### src/rtl/input_debouncer.sv
// Debounces an asynchronous pin: 2-flop synchronizer, then a 4-state qualifier that needs DEBOUNCE_CYCLES stable samples.
// Latency: out follows a held level change DEBOUNCE_CYCLES+3 edges after in_raw is first sampled. No backpressure; always accepts.
// Define DEBOUNCER_EDGE_PULSE_EN to generate rise/fall pulses; otherwise both are tied low.
module input_debouncer #(
    parameter int DEBOUNCE_CYCLES = 16,
    parameter int CNT_W           = 8
) (
    input  logic clk,
    input  logic rst_n,
    input  logic in_raw,
    output logic out,
    output logic busy,
    output logic rise,
    output logic fall
);

    localparam logic [CNT_W-1:0] CNT_MAX = CNT_W'(DEBOUNCE_CYCLES - 1);

    typedef enum logic [1:0] {
        STABLE0 = 2'd0,
        CHECK1  = 2'd1,
        STABLE1 = 2'd2,
        CHECK0  = 2'd3
    } state_t;

    logic             sync1;
    logic             sync2;
    state_t           state;
    state_t           state_nxt;
    logic [CNT_W-1:0] cnt;
    logic [CNT_W-1:0] cnt_nxt;
    logic             out_q;
    logic             out_nxt;

    // in_raw is asynchronous; only sync2 may be consumed by the qualifier.
    always_ff @(posedge clk or negedge rst_n) begin
        if (!rst_n) begin
            sync1 <= 1'b0;
            sync2 <= 1'b0;
        end else begin
            sync1 <= in_raw;
            sync2 <= sync1;
        end
    end

    always_ff @(posedge clk or negedge rst_n) begin
        if (!rst_n) begin
            state <= STABLE0;
            cnt   <= '0;
            out_q <= 1'b0;
        end else begin
            state <= state_nxt;
            cnt   <= cnt_nxt;
            out_q <= out_nxt;
        end
    end

    // cnt only increments below CNT_MAX, so it can never wrap.
    always_comb begin
        state_nxt = state;
        cnt_nxt   = cnt;
        case (state)
            STABLE0: begin
                if (sync2) begin
                    state_nxt = CHECK1;
                    cnt_nxt   = '0;
                end
            end
            CHECK1: begin
                if (!sync2) begin
                    state_nxt = STABLE0;
                end else if (cnt == CNT_MAX) begin
                    state_nxt = STABLE1;
                end else begin
                    cnt_nxt = cnt + CNT_W'(1);
                end
            end
            STABLE1: begin
                if (!sync2) begin
                    state_nxt = CHECK0;
                    cnt_nxt   = '0;
                end
            end
            CHECK0: begin
                if (sync2) begin
                    state_nxt = STABLE1;
                end else if (cnt == CNT_MAX) begin
                    state_nxt = STABLE0;
                end else begin
                    cnt_nxt = cnt + CNT_W'(1);
                end
            end
            default: begin
                state_nxt = STABLE0;
                cnt_nxt   = '0;
            end
        endcase
    end

    // out is registered from the next state so it lands on the same edge as the state change.
    always_comb begin
        out_nxt = (state_nxt == STABLE1) || (state_nxt == CHECK0);
    end

    assign out  = out_q;
    assign busy = (state == CHECK1) || (state == CHECK0);

`ifdef DEBOUNCER_EDGE_PULSE_EN
    logic out_d;

    // Reset clears out and out_d together, so reset never looks like a falling edge.
    always_ff @(posedge clk or negedge rst_n) begin
        if (!rst_n) begin
            out_d <= 1'b0;
        end else begin
            out_d <= out_q;
        end
    end

    assign rise = out_q & ~out_d;
    assign fall = ~out_q & out_d;
`else
    assign rise = 1'b0;
    assign fall = 1'b0;
`endif

endmodule
### config.mk
export PLATFORM = sky130hd
export DESIGN_NAME = input_debouncer
export DESIGN_NICKNAME = d
export VERILOG_FILES = /design/src/rtl/input_debouncer.sv
export SDC_FILE = /design/constraint.sdc
export NUM_CORES = 1
export LEC_CHECK = 0
export ABC_AREA = 1
export BUFFER_PORTS_ARGS = -buffer_cell sky130_fd_sc_hd__clkbuf_2
export CELL_PAD_IN_SITES_DETAIL_PLACEMENT = 1
export CELL_PAD_IN_SITES_GLOBAL_PLACEMENT = 1
export CORE_UTILIZATION = 44
export DETAILED_ROUTE_END_ITERATION = 8
export PLACE_DENSITY_LB_ADDON = 0.1
export REMOVE_ABC_BUFFERS = 1
export SLEW_MARGIN = 15
export SYNTH_ARGS = -nofsm -noshare
export SYNTH_HDL_FRONTEND = slang
export SYNTH_SLANG_ARGS = --single-unit
### constraint.sdc
create_clock -name clk -period 2.7 [get_ports clk]
set_clock_uncertainty 0.15 [all_clocks]
set_input_delay 0.405 -clock clk [delete_from_list [all_inputs] [get_ports clk]]
set_output_delay 0.405 -clock clk [all_outputs]
set_load 0.02 [all_outputs]
After elaboration in Yosys (flattened, before gate mapping)

Index checks and enable logic that the tools add are counted.

Register bits: 13
Input port bits: 3
Logic and storage cells: 33

Add/sub/neg operators: 1
Equality and inequality tests: 10
Multiplexer cells: 13
Reduce and logical (&&, ||, !) cells: 4

Operators by type and width:

| kind                                                             | number |
|---|---|
| 8-bit 2-to-1 mux                                                 | 5 |
| 8-bit one-hot mux with 4 select lines                            | 1 |
| 2-bit 2-to-1 mux                                                 | 6 |
| 8-bit by 1-bit adder with 8-bit output (second input constant)   | 1 |
| 2-bit == test (second input constant)                            | 4 |
| 8-bit by 4-bit == test with 1-bit output (second input constant) | 1 |
| 2-bit != test (second input constant)                            | 4 |
| 2-bit one-hot mux with 4 select lines                            | 1 |
| 4-bit AND reduction                                              | 1 |
| 2-bit by 1-bit == test with 1-bit output (second input constant) | 1 |
| 2-bit zero test                                                  | 1 |
| 1-bit logical OR                                                 | 2 |

Longest topological paths before layout

Gate-level depths: netlist (run 1).

Depth in word-level cells: 6
Gate-level depth with buffers: 8

Worst setup path before layout (run 1)

Ideal clock, no wire load.

Kind: reg-to-reg
Start: reg cnt[0]
End: reg cnt[4]
Library setup time: 0.118 ns
Arrival time: 1.149 ns
Data required time: 2.432 ns
Setup slack: 1.284 ns
Stages on the path, launching flop included: 9
Buffers on the path: 1
Path through: dfrtp_1 ha_1 nand2_2 nor2_2 nand4_2 nand2_4 buf_8 nand2_1 o21ai_2

Longest elaborated chain between the ends: 4
Elaborated cells on any way between the ends: 6
Classes of those cells: add/sub: 1; eq/ne: 1; mux: 4

RTL lines:

| what                                                                                               | line   | RTL |
|---|---|---|
| start, declared                                                                                    | 30     | `logic [CNT_W-1:0] cnt;` |
| start signal, assigned                                                                             | 53     | `cnt <= cnt_nxt;` |
| 8-bit by 1-bit adder with 8-bit output or 8-bit by 4-bit == test with 1-bit output (tied branches) | n/a    |  |
| 8-bit 2-to-1 mux *                                                                                 | 72, 87 |  |
| 8-bit 2-to-1 mux (on tied branches)                                                                | 85, 70 |  |
| 8-bit one-hot mux with 4 select lines *                                                            | 62     | `case (state)` |

Mark *: on every way between the ends. The rest lies on a longest branch, timed or not. The select of a mux whose other input is x is not followed.
A chain may end at the register's enable or synchronous reset.

Final worst setup path (run 1)

Start: reg state[0]
End: out busy

Longest elaborated chain between the ends: 2
Elaborated cells on any way between the ends: 3
Classes of those cells: eq/ne: 2; reduce/logical: 1

RTL lines:

| what                                                                      | line | RTL |
|---|---|---|
| start, declared                                                           | 28   | `state_t state;` |
| start signal, assigned                                                    | 52   | `state <= state_nxt;` |
| 2-bit by 1-bit == test with 1-bit output or 2-bit == test (tied branches) | 106  | `assign busy = (state == CHECK1) \|\| (state == CHECK0);` |
| 1-bit logical OR *                                                        | 106  |  |
| end, declared                                                             | 12   | `output logic busy,` |

Mark *: on every way between the ends. The rest lies on a longest branch, timed or not.

==> metrics.md, run 1 <==
| Metric | Value |
|---|---|
| Reg2reg end | `cnt[2]$_DFFE_PN0P_` |
| DR DRC count | `0` |
| Period utilization | `0.601` |
| Top FF cell, synth | `dfrtp_1` |
| Post-CTS Setup Inserts | `0` |
| Flops & latches, synth | `12` |
| Worst skew pair latency | `around 0.27 ns` |
| WS Path Type | `register to output pin` |
| Buf/Inv on CP | `1` |
| Chip height | `40.5 µm` |
| Distinct cells, synth | `21` |
| Number of fill cells | `between 150 and 200` |
| WP data required | `2.14 ns` |
| Vias in the first global route | `508` |
| Share of the synthesized area in the top cell type | `0.460` |
| Pwr dens | `481 nW/µm²` |
| Critical Path Start | `state[0]$_DFF_PN0_` |
| CTS tree | `yes` |
| Unrepaired setup endpoints after global routing | `no` |
| Row count | `13` |
| Status | `completed` |
| CTS Sinks | `12` |
| Cell Chain, Critical Path | `clkbuf_2` |
| R2R depth | `6` |
| Initial antenna violation count | `0` |
| Vias | `roughly 490` |
| Setup TNS | `0 ns` |
| WL/cell | `13.6 µm` |
| Final setup vio count | `0` |
| Leak | `0.000308 µW` |
| Seq/Total Area, Yosys | `0.460` |
| Port Buffers | `4` |
| Dpl hpwl | `954 µm` |
| Pre-antenna DRT Iters | `3` |
| Worst-path clk slew | `approximately 0.070 ns` |
| Top Ports | `7` |
| Die area | `1640 µm²` |
| Drt total wl | `between 1000 and 1500 µm` |
| GP Congestion | `0.703` |
| Post-DRT Antenna Nets | `0` |
| End of the worst hold path | `sync1$_DFF_PN0_` |
| Post_cts resized | `0` |
| Drt via density | `5.09` |
| Hold Crit Class | `primary input to register` |
| Mean area per synthesized cell | `8.37 µm²` |
| Crit path capture type | `output pin` |
| GR Overflow Total | `0` |
| Crit-path max cell delay | `0.56 ns` |
| Pwr Total | `331 µW` |
| Most common cell after layout, fill and taps aside | `nand2_1` |
| Max-slew violation count | `0` |
| Largest net degree at the start of global routing | `18` |
| Core Region | `1330 µm²` |
| CTS buffer count | `3` |
| Hold depth | `1` |
| CP Depth | `1` |
| Nets@finish | `88` |
| Slowest-stage cell, CP | `dfrtp_1` |
| Chip width | `40.5 µm` |
| Max Freq | `616 MHz` |
| Synth top area cells | `dfrtp_1 46%, nand2_1 11%, nand3_1 6.1%` |
| DR iter-0 viols | `6` |
| Diodes inserted | `0` |
| Post-synth top area cell | `dfrtp_1` |
| Share of post-route cells with drive strength above 1 | `0.195` |
| Synth Warn # | `0` |
| Critical-path maximum fanout | `10` |
| Hold_sp | `in_raw` |
| Critical Path Source Type | `register` |
| Initial core utilization | `0.490` |
| Worst R2R Start | `cnt[0]$_DFFE_PN0P_` |
| Async SR Flop Fraction | `1.00` |
| Highest-count cells in the layout ignoring fill and taps | `19 x nand2_1, 12 x dfrtp_1, 8 x nand3_1` |
| Reg2reg setup slack | `1.17 ns` |
| Gr usage total | `0.204` |
| H-tree depth | `1` |
| Hold Violations, Final | `0` |
| Tmin final | `1.62 ns` |
| # Max-Cap Violations | `0` |
| Clock Path Buffers | `2` |
| CP top delay family | `flip-flops` |
| Root Buffer | `clkbuf_4` |
| Maximum vdd ir drop | `255 µV` |
| First-pass GRT wire length | `2120 µm` |
| Cell area after synthesis | `653 µm²` |
| Post-synth EDFFs | `0` |
| Syn Inst Count | `78` |
| Synth-to-Final Area Change | `5.17%` |
| Critical Path AT | `1.07 ns` |
[state kept, by name, summed over array words and instances (netlist names)]
register  flops
cnt           8
out           1
state         1
sync1         1
sync2         1
[layout make-up]
| type | count | area, µm² | area share |
|---|---|---|---|
| flip-flops and latches | 12 | 300 | 0.437 |
| multi-input cells | 56 | 293 | 0.426 |
| repair buffers | 5 | 30.0 | 0.0437 |
| clock buffers | 3 | 22.5 | 0.0328 |
| inverters | 6 | 22.5 | 0.0328 |
| well taps | 15 | 18.8 | 0.0273 |
[report_power, final]
part	internal [µW]	switching, µW	leakage [µW]	total, µW
sequential	187	9.02	0.000159	196
combinational	9.79	18.7	0.000135	28.4
clock	51.6	54.5	0.0000138	106
[logic make-up (layout without fill, tap and decap cells)]
logic type	Yosys count	count (layout)	synth area share
other	1	2	0.00574
adder cells (fa/ha/maj)	1	1	0.0192
flip-flops	12	12	0.460
AND/OR/NAND/NOR	41	41	0.301
XOR/XNOR	1	1	0.0134
buffers and inverters	11	14	0.0977
AO/OA/AOI/OAI	11	11	0.103
[through the flow]
step                setup WS, ns  area, µm²   util  cells  hold slack (ns)
floorplan                   1.33        616      -     74          -0.0406
global placement            1.22        654  0.491     93            0.157
detailed placement          1.18        654  0.491     93            0.164
CTS                         1.08        687  0.515     97           0.0882
global route               0.991        687  0.515     97           0.0933
finish                      1.08        687  0.515     97           0.0953
[worst max-delay path by stage]
| stage | to | slack (ns) |
|---|---|---|
| final | busy | 1.08 |
| after global routing | cnt[2]$_DFFE_PN0P_ | 0.99 |
| after CTS | busy | 1.08 |
| after detailed placement | cnt[7]$_DFFE_PN0P_ | 1.18 |
| after global placement | cnt[0]$_DFFE_PN0P_ | 1.22 |
| after floorplan | cnt[7]$_DFFE_PN0P_ | 1.33 |
[what timing repair did]
action | 4_1_cts | 5_1_grt
hold buffers | 1 | 0
hold endpoints to repair | 12 | 0
endpoints found under the setup margin | 0 | 0
[per-layer routing]
layer  GRT usage  vias to the layer above  wire (µm)
met1       0.250                      226        648
li1            -                      256          -
met3      0.0333                        4         40
met2       0.329                        8        606
met5           0                        -          0
met4       0.125                        0         27
[synthesized netlist by cell type (2+ instances only)]
cell type / instances
buf_4: 3
o21bai_1: 2
o21ai_0: 5
nor2_1: 6
nand2_1: 19
nand3_1: 8
o21ai_1: 2
o21ai_2: 2
inv_1: 6
nand2_2: 3
dfrtp_1: 12
No activity file was read; power rests on OpenSTA's default activity.
==> inputs of run 2 (changes only) <==
Settings changed: CORE_UTILIZATION 44 to 40.
Clock period 2.7 ns to 1.7 ns, I/O delays scaled along.
==> metrics.md, run 2 (same netlist as run 1, synthesis figures left out) <==
| Metric | Value |
|---|---|
| # Max-Cap Violations | `0` |
| Internal power | `398 µW` |
| Sw Ratio | `0.235` |
| DR iter-0 viols | `6` |
| End of the worst hold path | `sync2$_DFF_PN0_` |
| Reg with most FFs | `cnt` |
| Largest net degree at the start of global routing | `18` |
| Initial antenna violation count | `0` |
| Hold_sp | `sync1$_DFF_PN0_` |
| Reg2reg setup slack | `0.21 ns` |
| Most common cell after layout, fill and taps aside | `nand2_1` |
| Highest-count cells in the layout ignoring fill and taps | `19 x nand2_1, 12 x dfrtp_1, 8 x nand3_1` |
| Drt via density | `between 5 and 6` |
| Worst-path clk slew | `around 0.06 ns` |
| Hold Violations, Final | `0` |
| Drt total wl | `1180 µm` |
| Gr usage total | `0.167` |
| Hold_ws | `0.208 ns` |
| Hold depth | `0` |
| Chip width | `42.4 µm` |
| Setup TNS | `0 ns` |
| Core Region | `between 1500 and 2000 µm²` |
| Maximum vdd ir drop | `roughly 550 µV` |
| First-pass GRT wire length | `2150 µm` |
| Clock Power Share | `0.308` |
| WP data required | `1.69 ns` |
| WS Path Type | `register to register` |
| Initial core utilization | `0.429` |
| Worst R2R Start | `cnt[0]$_DFFE_PN0P_` |
| Vias | `501` |
| Status | `completed` |
| Row count | `14` |
| Post_cts resized | `0` |
| Vias in the first global route | `501` |
| Flop pwr share | `0.596` |
| Period utilization | `0.877` |
| WL/cell | `about 12 µm` |
| Critical-path maximum fanout | `17` |
| Critical Path AT | `1.48 ns` |
| Util after Layout | `0.463` |
| Pwr dens | `737 nW/µm²` |
| Max-slew violation count | `0` |
| Port Buffers | `4` |
| Worst skew pair latency | `0.26 ns` |
| GP Congestion | `0.726` |
| Reg2reg end | `cnt[7]$_DFFE_PN0P_` |
| Hold Crit Class | `register to register` |
| Leak | `0.000317 µW` |
| Unrepaired setup endpoints after global routing | `no` |
| Final setup vio count | `0` |
| Share of post-route cells with drive strength above 1 | `0.202` |
| Combinational Power Share | `0.096` |
| H-tree depth | `1` |
| GR Overflow Total | `0` |
| Diodes inserted | `0` |
| Largest register FFs | `8` |
| CTS tree | `yes` |
| Clock Path Buffers | `2` |
| Root Buffer | `clkbuf_4` |
| Number of fill cells | `185` |
| DR DRC count | `0` |
| Pre-antenna DRT Iters | `2` |
| Nets@finish | `90` |
| Crit path capture type | `register` |
| Synth-to-Final Area Change | `8.05%` |
| Top Ports | `7` |
| Critical Path Source Type | `register` |
| R2R depth | `6` |
| Max Freq | `around 670 MHz` |
| Die area | `1800 µm²` |
| Tmin final | `1.49 ns` |
| Post-CTS Setup Inserts | `0` |
| Sw Pwr | `roughly 120 µW` |
| CTS Sinks | `12` |
| Post-DRT Antenna Nets | `0` |
| Hold buffer count at cts | `2` |
| Chip height | `between 40 and 50 µm` |
| CTS buffer count | `3` |
==> run 2: changes by cell type in the layout (fill, tap and decap cells not counted), sizes merged <==
cell / delta
buf: +1
dlygate4sd3: +1
==> run 2: area by class of cell <==
type / count / area, µm² / share of cell area
well taps: 16 / 20.0 / 0.0284
inverters: 6 / 22.5 / 0.0319
clock buffers: 3 / 22.5 / 0.0319
repair buffers: 7 / 47.5 / 0.0674
flip-flops and latches: 12 / 300 / 0.426
multi-input cells: 56 / 293 / 0.415
==> run 2: worst max path at each step <==
stage / from / endpoint / slack [ns] / cells after the start
after floorplan: cnt[0]$_DFFE_PN0P_ / cnt[7]$_DFFE_PN0P_ / 0.33 / 6
after global placement: cnt[0]$_DFFE_PN0P_ / cnt[7]$_DFFE_PN0P_ / 0.25 / 6
after detailed placement: cnt[0]$_DFFE_PN0P_ / cnt[7]$_DFFE_PN0P_ / 0.19 / 6
after CTS: cnt[0]$_DFFE_PN0P_ / cnt[7]$_DFFE_PN0P_ / 0.17 / 6
after global routing: cnt[0]$_DFFE_PN0P_ / cnt[2]$_DFFE_PN0P_ / 0.06 / 7
final: cnt[0]$_DFFE_PN0P_ / cnt[7]$_DFFE_PN0P_ / 0.21 / 6
==> run 2: critical path, stage by stage (launching register included) <==
cell	delay, ns
dfrtp_1	0.40
ha_1	0.19
nand2_2	0.08
nor2_2	0.10
nand4_2	0.13
nand2_4	0.20
o21ai_0	0.11
==> run 2: power groups by stage <==
| stage | sequential, µW | clock [µW] | combinational, µW |
|---|---|---|---|
| finish | 310 | 160 | 49.8 |
| global placement | 315 | 0 | 47.0 |
| CTS | 310 | 173 | 51.4 |
| global route | 312 | 184 | 59.6 |
| detailed placement | 316 | 0 | 47.4 |
| floorplan | 315 | 0 | 28.1 |
==> run 2: stage by stage <==
step	worst slack, ns	area [µm²]	instances	power [µW]
floorplan	0.327	616	74	343
CTS	0.175	706	100	534
detailed placement	0.188	663	95	363
finish	0.209	706	100	520
global route	0.0627	706	100	555
global placement	0.249	663	95	362
==> run 2: per-layer routing <==
metal | vias to the layer above | wire (µm) | GRT usage
met5 | - | 0 | 0
met4 | 0 | 0 | 0.0563
met3 | 0 | 50 | 0.0776
met2 | 7 | 599 | 0.268
met1 | 237 | 526 | 0.196
li1 | 257 | - | -
==> inputs of run 3 (changes only) <==
Settings changed: ABC_AREA 1 to unset, CORE_UTILIZATION 40 to 42.
==> metrics.md, run 3 <==
| Metric | Value |
|---|---|
| DR DRC count | `0` |
| Critical Path AT | `1.60 ns` |
| Async SR Flop Fraction | `1.00` |
| Pre-antenna DRT Iters | `4` |
| Post-synth top area cell | `dfrtp_1` |
| Share of post-route cells with drive strength above 1 | `0.262` |
| Largest net degree at the start of global routing | `15` |
| Pwr Total | `approximately 660 µW` |
| Syn Inst Count | `68` |
| Gr usage total | `0.217` |
| Post-CTS Setup Inserts | `0` |
| Hold depth | `0` |
| Sw Pwr | `178 µW` |
| Vias in the first global route | `587` |
| Nets@finish | `89` |
| Flop pwr share | `0.498` |
| Cell Chain, Critical Path | `or4b_1 -> o211ai_1 -> o22ai_1` |
| Diodes inserted | `0` |
| R2R depth | `3` |
| Synth Warn # | `0` |
| Top Ports | `7` |
| Crit path capture type | `register` |
| CTS tree | `yes` |
| Flops & latches, synth | `12` |
| Largest register FFs | `8` |
| Clock Power Share | `0.345` |
| Most frequent cell after synthesis | `dfrtp_1` |
| CTS Sinks | `12` |
| Number of fill cells | `162` |
| # Max-Cap Violations | `0` |
| Clock Path Buffers | `2` |
| GP Congestion | `0.827` |
| Chip height | `41.4 µm` |
| Chip width | `about 41 µm` |
| Hold Violations, Final | `0` |
| Row count | `13` |
| Die area | `1720 µm²` |
| Core Region | `1370 µm²` |
| DR iter-0 viols | `18` |
| Post-synth EDFFs | `0` |
| Worst R2R Start | `cnt[5]$_DFFE_PN0P_` |
| Worst skew pair latency | `0.28 ns` |
| Dpl hpwl | `1190 µm` |
| Reg2reg setup slack | `0.09 ns` |
| Top cells by count, synth | `12 x dfrtp_1, 9 x nand2_1, 8 x nand3_1` |
| WL/cell | `16.4 µm` |
| Reg2reg end | `cnt[3]$_DFFE_PN0P_` |
| Setup TNS | `0 ns` |
| Internal power | `481 µW` |
| Max-slew violation count | `0` |
| First-pass GRT wire length | `approximately 2800 µm` |
| Status | `completed` |
| Period utilization | `0.947` |
| Highest-count cells in the layout ignoring fill and taps | `12 x dfrtp_1, 10 x buf_4, 9 x nand2_1` |
| Unrepaired setup endpoints after global routing | `no` |
| Max Freq | `621 MHz` |
| Post-DP Area | `743 µm²` |
| Sw Ratio | `0.270` |
| Distinct cells, synth | `27` |
| Slowest-stage cell, CP | `or4b_1` |
| Drt total wl | `1620 µm` |
| Share of the synthesized area in the top cell type | `0.460` |
| Hold_sp | `sync1$_DFF_PN0_` |
| Hold Crit Class | `register to register` |
| Mean area per synthesized cell | `~9.6 µm²` |
| Cell area after synthesis | `653 µm²` |
| GR Overflow Total | `0` |
| Maximum vdd ir drop | `453 µV` |
| Initial antenna violation count | `0` |
| Seq/Total Area, Yosys | `0.460` |
| Synth-to-Final Area Change | `24.5%` |
| Pwr dens | `810 nW/µm²` |
| H-tree depth | `1` |
| Leak | `0.000374 µW` |
| CTS buffer count | `3` |
| Root Buffer | `clkbuf_4` |
| Design area | `a little over 800 µm²` |
| Crit-path max cell delay | `0.55 ns` |
| End of the worst hold path | `sync2$_DFF_PN0_` |
| WS Path Type | `register to register` |
| WP data required | `roughly 1.7 ns` |
| Final setup vio count | `0` |
| Port Buffers | `4` |
| Synth top area cells | `dfrtp_1 46%, nand3_1 6.1%, nand2_1 5.2%` |
| Vias | `586` |
| Combinational Power Share | `0.157` |
| Initial core utilization | `0.478` |
| Post-DRT Antenna Nets | `0` |
| Top FF cell, synth | `dfrtp_1` |
| Drt via density | `5.92` |
| Tmin final | `1.61 ns` |
| Most common cell after layout, fill and taps aside | `dfrtp_1` |
| Reg with most FFs | `cnt` |
| Worst-path clk slew | `around 0.080 ns` |
| Critical Path Source Type | `register` |
| Critical-path maximum fanout | `2` |
==> run 3: cell types whose count changed after synthesis, sizes merged, moves of 3 or more <==
cell,previous run,this run
nand2b,0,4
nor2,7,0
o21ai,9,1
or4,0,3
o211ai,0,4
nand2,23,9
==> run 3: through the flow <==
stage | setup slack [ns] | util | instances | hold slack [ns]
after global placement | 0.0366 | 0.544 | 93 | 0.00749
final | 0.0902 | 0.595 | 99 | 0.203
after CTS | 0.00523 | 0.585 | 99 | 0.208
after detailed placement | 0.0206 | 0.544 | 93 | 0.0124
after global routing | 0.00832 | 0.595 | 99 | 0.211
after floorplan | 0.0159 | - | 64 | -0.191
==> run 3: kinds of logic after synthesis <==
group / count (synthesis) / synth area share
other: 1 / 0.00574
adders and majority gates: 1 / 0.0192
xor gates and xnor gates: 2 / 0.0268
muxes: 2 / 0.0307
and+or+nand+nor: 30 / 0.274
buffers and inverters: 9 / 0.0651
AOI/OAI and AO/OA: 11 / 0.119
DFF: 12 / 0.460
==> run 3: worst max-delay path by stage <==
stage	endpoint	cells after the start	slack [ns]	from
6_report	cnt[3]$_DFFE_PN0P_	3	0.09	cnt[5]$_DFFE_PN0P_
5_1_grt	cnt[3]$_DFFE_PN0P_	3	0.008	cnt[5]$_DFFE_PN0P_
4_1_cts	cnt[2]$_DFFE_PN0P_	4	0.005	cnt[0]$_DFFE_PN0P_
3_5_place_dp	cnt[2]$_DFFE_PN0P_	4	0.02	cnt[0]$_DFFE_PN0P_
3_3_place_gp	cnt[1]$_DFFE_PN0P_	4	0.04	cnt[0]$_DFFE_PN0P_
2_1_floorplan	cnt[3]$_DFFE_PN0P_	3	0.02	state[0]$_DFF_PN0_
==> run 3: power groups by stage <==
stage / sequential, µW / combinational, µW / clock (µW)
after floorplan: 337 / 46.4 / 0
after global placement: 333 / 92.9 / 0
after detailed placement: 333 / 97.6 / 0
after CTS: 327 / 102 / 232
after global routing: 332 / 115 / 244
final: 328 / 103 / 228
==> run 3: area by class of cell <==
cell class	instances	area (µm²)	share of cell area
Clock buffer	4	36.3	0.0446
Inverter	4	15.0	0.0185
Multi-Input combinational cell	48	328	0.403
Sequential cell	12	300	0.369
Tap cell	15	18.8	0.0231
Timing Repair Buffer	16	115	0.142
==> run 3: repair_timing <==
item	in CTS	in global routing
endpoints found under the setup margin	0	5
hold buffers	2	0
hold endpoints to repair	13	0
gates resized for setup	0	3
==> run 3: critical path, delay by kind of cell, from the launching register on <==
kind / cells / cell delay [ns]
simple gates: 1 / 0.55
compound gates: 2 / 0.40
flops: 1 / 0.38
==> run 3: metal layers <==
metal,global-route usage,share of wire,up-vias
met4,0.142,0.042,0
li1,-,-,278
met3,0.0391,0.031,8
met1,0.281,0.47,286
met2,0.331,0.46,14
met5,0,0,-
